## src/rtl/typer_pkg.sv

```systemverilog
// Shared definitions for the typing checker: FSM encoding and PS/2 set-2 prefix/shift bytes.
package typer_pkg;

  typedef logic [2:0] state_t;

  localparam state_t ST_IDLE        = 3'd0;
  localparam state_t ST_LOAD        = 3'd1;
  localparam state_t ST_CHECK_EMPTY = 3'd2;
  localparam state_t ST_WAIT_KEY    = 3'd3;
  localparam state_t ST_COMPARE     = 3'd4;
  localparam state_t ST_ADVANCE     = 3'd5;
  localparam state_t ST_LEVEL_DONE  = 3'd6;
  localparam state_t ST_GAME_OVER   = 3'd7;

  localparam logic [7:0] PS2_BREAK  = 8'hF0;
  localparam logic [7:0] PS2_EXT    = 8'hE0;
  localparam logic [7:0] PS2_LSHIFT = 8'h12;
  localparam logic [7:0] PS2_RSHIFT = 8'h59;

  function automatic logic is_shift(input logic [7:0] b);
    return (b == PS2_LSHIFT) || (b == PS2_RSHIFT);
  endfunction

endpackage

```

## src/rtl/ps2_make_filter.sv

```systemverilog
// Strips PS/2 set-2 break sequences, extended prefixes and shift keys, leaving a
// registered one-cycle make-code strobe.
module ps2_make_filter
  import typer_pkg::*;
(
  input  logic       clk,
  input  logic       resetn,
  input  logic       scan_valid,
  input  logic [7:0] scan_code,
  output logic       make_valid,
  output logic [7:0] make_code
);

  logic       ext_q, ext_d;
  logic       brk_q, brk_d;
  logic       make_valid_q, make_valid_d;
  logic [7:0] make_code_q, make_code_d;

  always_comb begin
    ext_d        = ext_q;
    brk_d        = brk_q;
    make_valid_d = 1'b0;
    make_code_d  = make_code_q;
    if (scan_valid) begin
      if (scan_code == PS2_EXT) begin
        ext_d = 1'b1;
      end else if (scan_code == PS2_BREAK) begin
        brk_d = 1'b1;
      end else if (brk_q) begin
        brk_d = 1'b0;
        ext_d = 1'b0;
      end else if (is_shift(scan_code)) begin
        ext_d = 1'b0;
      end else begin
        // extended makes pass through as their low byte
        make_valid_d = 1'b1;
        make_code_d  = scan_code;
        ext_d        = 1'b0;
      end
    end
  end

  always_ff @(posedge clk) begin
    if (!resetn) begin
      ext_q        <= 1'b0;
      brk_q        <= 1'b0;
      make_valid_q <= 1'b0;
      make_code_q  <= 8'd0;
    end else begin
      ext_q        <= ext_d;
      brk_q        <= brk_d;
      make_valid_q <= make_valid_d;
      make_code_q  <= make_code_d;
    end
  end

  assign make_valid = make_valid_q;
  assign make_code  = make_code_q;

endmodule

```

## config.mk

```make
export PLATFORM = sky130hd
export DESIGN_NAME = ps2_make_filter
export DESIGN_NICKNAME = d
export VERILOG_FILES = /design/src/rtl/typer_pkg.sv /design/src/rtl/ps2_make_filter.sv
export SDC_FILE = /design/constraint.sdc
export NUM_CORES = 1
export LEC_CHECK = 0
export BUFFER_PORTS_ARGS = -buffer_cell sky130_fd_sc_hd__buf_2
export CAP_MARGIN = 25
export CELL_PAD_IN_SITES_DETAIL_PLACEMENT = 0
export CELL_PAD_IN_SITES_GLOBAL_PLACEMENT = 2
export CORE_AREA = 2 2 47 49
export CTS_BUF_LIST = sky130_fd_sc_hd__clkbuf_8
export DETAILED_ROUTE_END_ITERATION = 8
export DIE_AREA = 0 0 49 51
export PLACE_DENSITY_LB_ADDON = 0.2
export SETUP_SLACK_MARGIN = 0.4
export SLEW_MARGIN = 20
export SYNTH_ARGS = -nofsm -noshare
export SYNTH_HDL_FRONTEND = slang
export SYNTH_SLANG_ARGS = --single-unit
```

## constraint.sdc

```tcl
create_clock -name clk -period 1.3 [get_ports clk]
set_input_delay 0.065 -clock clk [delete_from_list [all_inputs] [get_ports clk]]
set_output_delay 0.065 -clock clk [all_outputs]
set_load 0.01 [all_outputs]
```

# Word level (Yosys, flattened, before mapping)
# Index checks and enable logic that the tools add are counted.
# Widths: inputs -> output; s select.
dict set report op_classes {
  eq_ne 4
  n_mux 2
  bitwise 6
  reduce_logical 4
}
# operator count
set ops {}
lappend ops {{$eq 8x8->1 const B} 2}
lappend ops {{$eq 8x5->1 const B} 1}
lappend ops {{$eq 8x7->1 const B} 1}
lappend ops {{$not 1->1} 6}
lappend ops {{$reduce_and 5->1} 1}
lappend ops {{$reduce_or 5->1} 1}
lappend ops {{$mux 1} 2}
lappend ops {{$reduce_and 2->1} 1}
lappend ops {{$logic_or 1x1->1} 1}
dict set report word_totals {
  register_bits 10
  in_bits 11
  output_inout_bits 9
  elab_cells 19
}

# Longest topological paths before layout
dict set report logic_depth {
  word_depth 4
  depth_mapped 5
  mapped_depth_nobuf 4
}

# Worst setup path after synthesis
# Ideal clock, no wire load.
dict set report synth_path {
  path_kind {input -> register}
  start {input port scan_code[0]}
  end {register make_valid_q (netlist: make_valid)}
  setup_time_ns 0.116
  arrival_ns 1.102
  required_time_ns 1.184
  setup_slack_ns 0.082
  stages 5
  path_buffers 1
  path_cell_list {or4b_1 > o21ai_1 > nor3_1 > buf_6 > and2_2}
}
dict set report synth_via {
  elab_chain_len 3
  elab_cells_between_ends 7
  classes_between {eq/ne (4); mux (1); reduce/logical (2)}
}
# element line_no
set synth_rtl {}
lappend synth_rtl {{from (decl)} ps2_make_filter.sv:9} ;# input logic [7:0] scan_code,
lappend synth_rtl {{$eq 8x5->1 or $eq 8x7->1 (tied branches)} typer_pkg.sv:21} ;# return (b == PS2_LSHIFT) || (b == PS2_RSHIFT);
lappend synth_rtl {{$logic_or 1x1->1} typer_pkg.sv:21}
lappend synth_rtl {{$mux 1} ps2_make_filter.sv:32} ;# end else if (is_shift(scan_code)) begin
lappend synth_rtl {{to (signal assigned)} ps2_make_filter.sv:52} ;# make_valid_q <= make_valid_d;
lappend synth_rtl {{to (decl)} ps2_make_filter.sv:16} ;# logic make_valid_q, make_valid_d;
# Several ways; a longest one is shown, not always the timed one.
# A chain may end at the register's enable or synchronous reset.

# Final worst setup path
dict set report layout_path {
  start {input port scan_code[3]}
  end {register make_valid_q (netlist: make_valid)}
}
# The elaborated chain is that of the path after synthesis.

==> results by group <==
Yosys
  • Share of the synthesized area in the top cell type: 0.452
  • Synth Cell Area: 443 µm²
  • Mapped Cells: 48
  • Synthesis-stage register bit count: 10
  • Post-synth net total: 59
  • Yosys warnings: 0
  • Syn avg cell area: 9.23 µm²
  • Post-synthesis sequential area ratio: 0.452
  • Distinct cell type count after synthesis: 13
  • Largest area contributor in the netlist: dfxtp_1
  • Synth area leaders: dfxtp_1, mux2i_1, nand2_1, or4b_1, buf_6

Setup path
  • Crit. End Element: flip-flop
  • Crit Path Max Fanout: 3
  • Worst R2R Start: brk_q$_SDFFE_PN0P_
  • Arr. time, crit path: 1230 ps
  • Critical Path RT: 1420 ps
  • Register-to-register setup slack: 270 ps
  • Startpoint Class: primary input
  • Critical path origin: scan_code[3]
  • Setup CP Type: primary input to flip-flop
  • R2R cell count: 3
  • R2r endpoint: make_code[5]$_SDFFE_PN0P_

Finish
  • Share of cells above drive strength 1: 0.519
  • Final Util: 0.364
  • Antenna cells: 0
  • P&R area growth vs syn: 69.5%
  • Commonest cells after routing, fill and taps aside: nand2_1, buf_2, dfxtp_1, mux2i_1, buf_4
  • Layout Cells excl Fill: 105
  • Fill cells: 230
  • Final #Nets: 90
  • Design area: 751 µm²

Drt
  • Wire per inst: 10.6 µm
  • TritonRoute pass-1 iters: 2
  • Residual DRC count: 0
  • Vias: 443
  • Max layer used: met4
  • Metal1 wirelength: 508 µm
  • Met3 wire len: 100 µm
  • Vias per inst: 4.22
  • Post-route ant nets: 0
  • Met2 WL: 491 µm
  • DRT iter0 DRCs: 1
  • Routed WL: 1110 µm

STA
  • Slew margin rel.: 0.796
  • Worst hold slack: 109 ps
  • Fin. max-slew vios: 0
  • Worst clock skew: 3.89 ps
  • Slew @ Worst Pin: 306 ps
  • Period utilization: 0.849
  • Max Clk Rate: 906 MHz
  • Unrepaired setup endpoints after global routing: true
  • Final setup viols: 0
  • Final hold vios: 0
  • Final worst slack: 196 ps
  • Final setup TNS: 0 ps
  • Period minus WS final: 1100 ps

Pwr
  • Total Power: 797 µW
  • Max IR drop VDD: 0.416 mV
  • Pleak: 0.353 nW
  • P per Cell Area: 1060 nW/µm²

Global route
  • Tot GR Track Use: 0.102
  • Vias in the first global route: 439
  • First-pass GRT wire length: 1900 µm
  • Grt total ovfl: 0
  • Largest net degree at the start of global routing: 19
  • Initial antenna violation count: 0

Die
  • Die Ht: 51 µm
  • Starting Density: 0.215
  • Die area: 2500 µm²
  • Core box area: 2060 µm²
  • Boundary Pins: 20
  • Cell row count: 17
  • Die Wd: 49 µm

Clock tree
  • Worst skew pair latency: 230 ps
  • CTS root buffer: clkbuf_8
  • CTS buffer count: 3
  • CTS clk-pin slew, worst paths: 50 ps
  • CTS tree: done
  • CTS H-tree lvls: 1
  • # clock sinks: 10
  • Clock Path Buffers: 2

Placement
  • Gpl congestion: 0.707
  • Placed wire-length estimate: 780 µm
  • DP Worst Slack: -87.2 ps
  • IO Port Bufs: 19
  • Dpl cells: 100
  • Placed inst area: 616 µm²

Run
  • Max-Cap Viols: 0

Min path
  • Min-delay src: scan_code[4]
  • Hold WC Path Type: primary input to flip-flop
  • Hold path endpoint: make_code[4]$_SDFFE_PN0P_
  • WHS Path Cells: 3

Status
  • Status: complete, no violations
registers in the layout, indices dropped and copies added (netlist names):
name / cells
brk_q: 1
make_valid: 1
make_code: 8
layout make-up:
type                       instances  area (µm²)  area share
tap                               28        35.0      0.0467
clock buffer                       3        41.3      0.0550
timing repair buffer              29         204       0.272
sequential                        10         200       0.267
multi-input combinational         35         270       0.360
worst max-delay path, cell delays in order:
cell and delay, ps:
buf_8 100, or4b_4 550, o21ai_4 170, nor3_4 80, buf_6 120, and2_4 140
worst max-delay path by stage:
stage / slack [ps] / cells past startpoint / end
after detailed placement: -90 / 6 / make_code[5]$_SDFFE_PN0P_
after floorplan: 120 / 5 / make_valid$_SDFF_PP0_
after global routing: 170 / 6 / make_code[2]$_SDFFE_PN0P_
after global placement: -60 / 6 / make_valid$_SDFF_PP0_
final: 200 / 6 / make_valid$_SDFF_PP0_
after CTS: 210 / 6 / make_code[5]$_SDFFE_PN0P_
per-layer routing:
metal,global-route usage,vias to the layer above
met5,0,-
met1,0.127,201
met4,0.0714,0
met3,0.0409,2
li1,-,224
met2,0.144,16
synth_stat cells:
library cell	n
and2_2	1
clkbuf_1	2
nor3_1	1
or4b_1	3
nand2_1	16
and3b_2	1
mux2i_1	8
o21ai_1	1
a21oi_1	2
nand3b_1	1
nand4b_1	1
buf_6	1
dfxtp_1	10
cell families (layout without fill, tap and decap cells):
| group | after synthesis | in the layout | synth area share |
|---|---|---|---|
| buffers and inverters | 3 | 32 | 0.0424 |
| AND/OR/NAND/NOR | 24 | 24 | 0.291 |
| flip-flops | 10 | 10 | 0.452 |
| multiplexers | 8 | 8 | 0.181 |
| AO/OA/AOI/OAI | 3 | 3 | 0.0339 |
report_power, final:
group          switching [mW]  leakage [nW]  internal [mW]
registers             0.00909        0.0825          0.327
clock network           0.109        0.0216          0.202
logic                  0.0655         0.249         0.0842
timing repair:
item                       4_1_cts  5_1_grt
hold buffers                     0        0
pin swaps                        5        5
setup endpoints to repair        9       10
resized for setup                8        8
buffers inserted                 1        1
(Power assumes the default switching activity.)
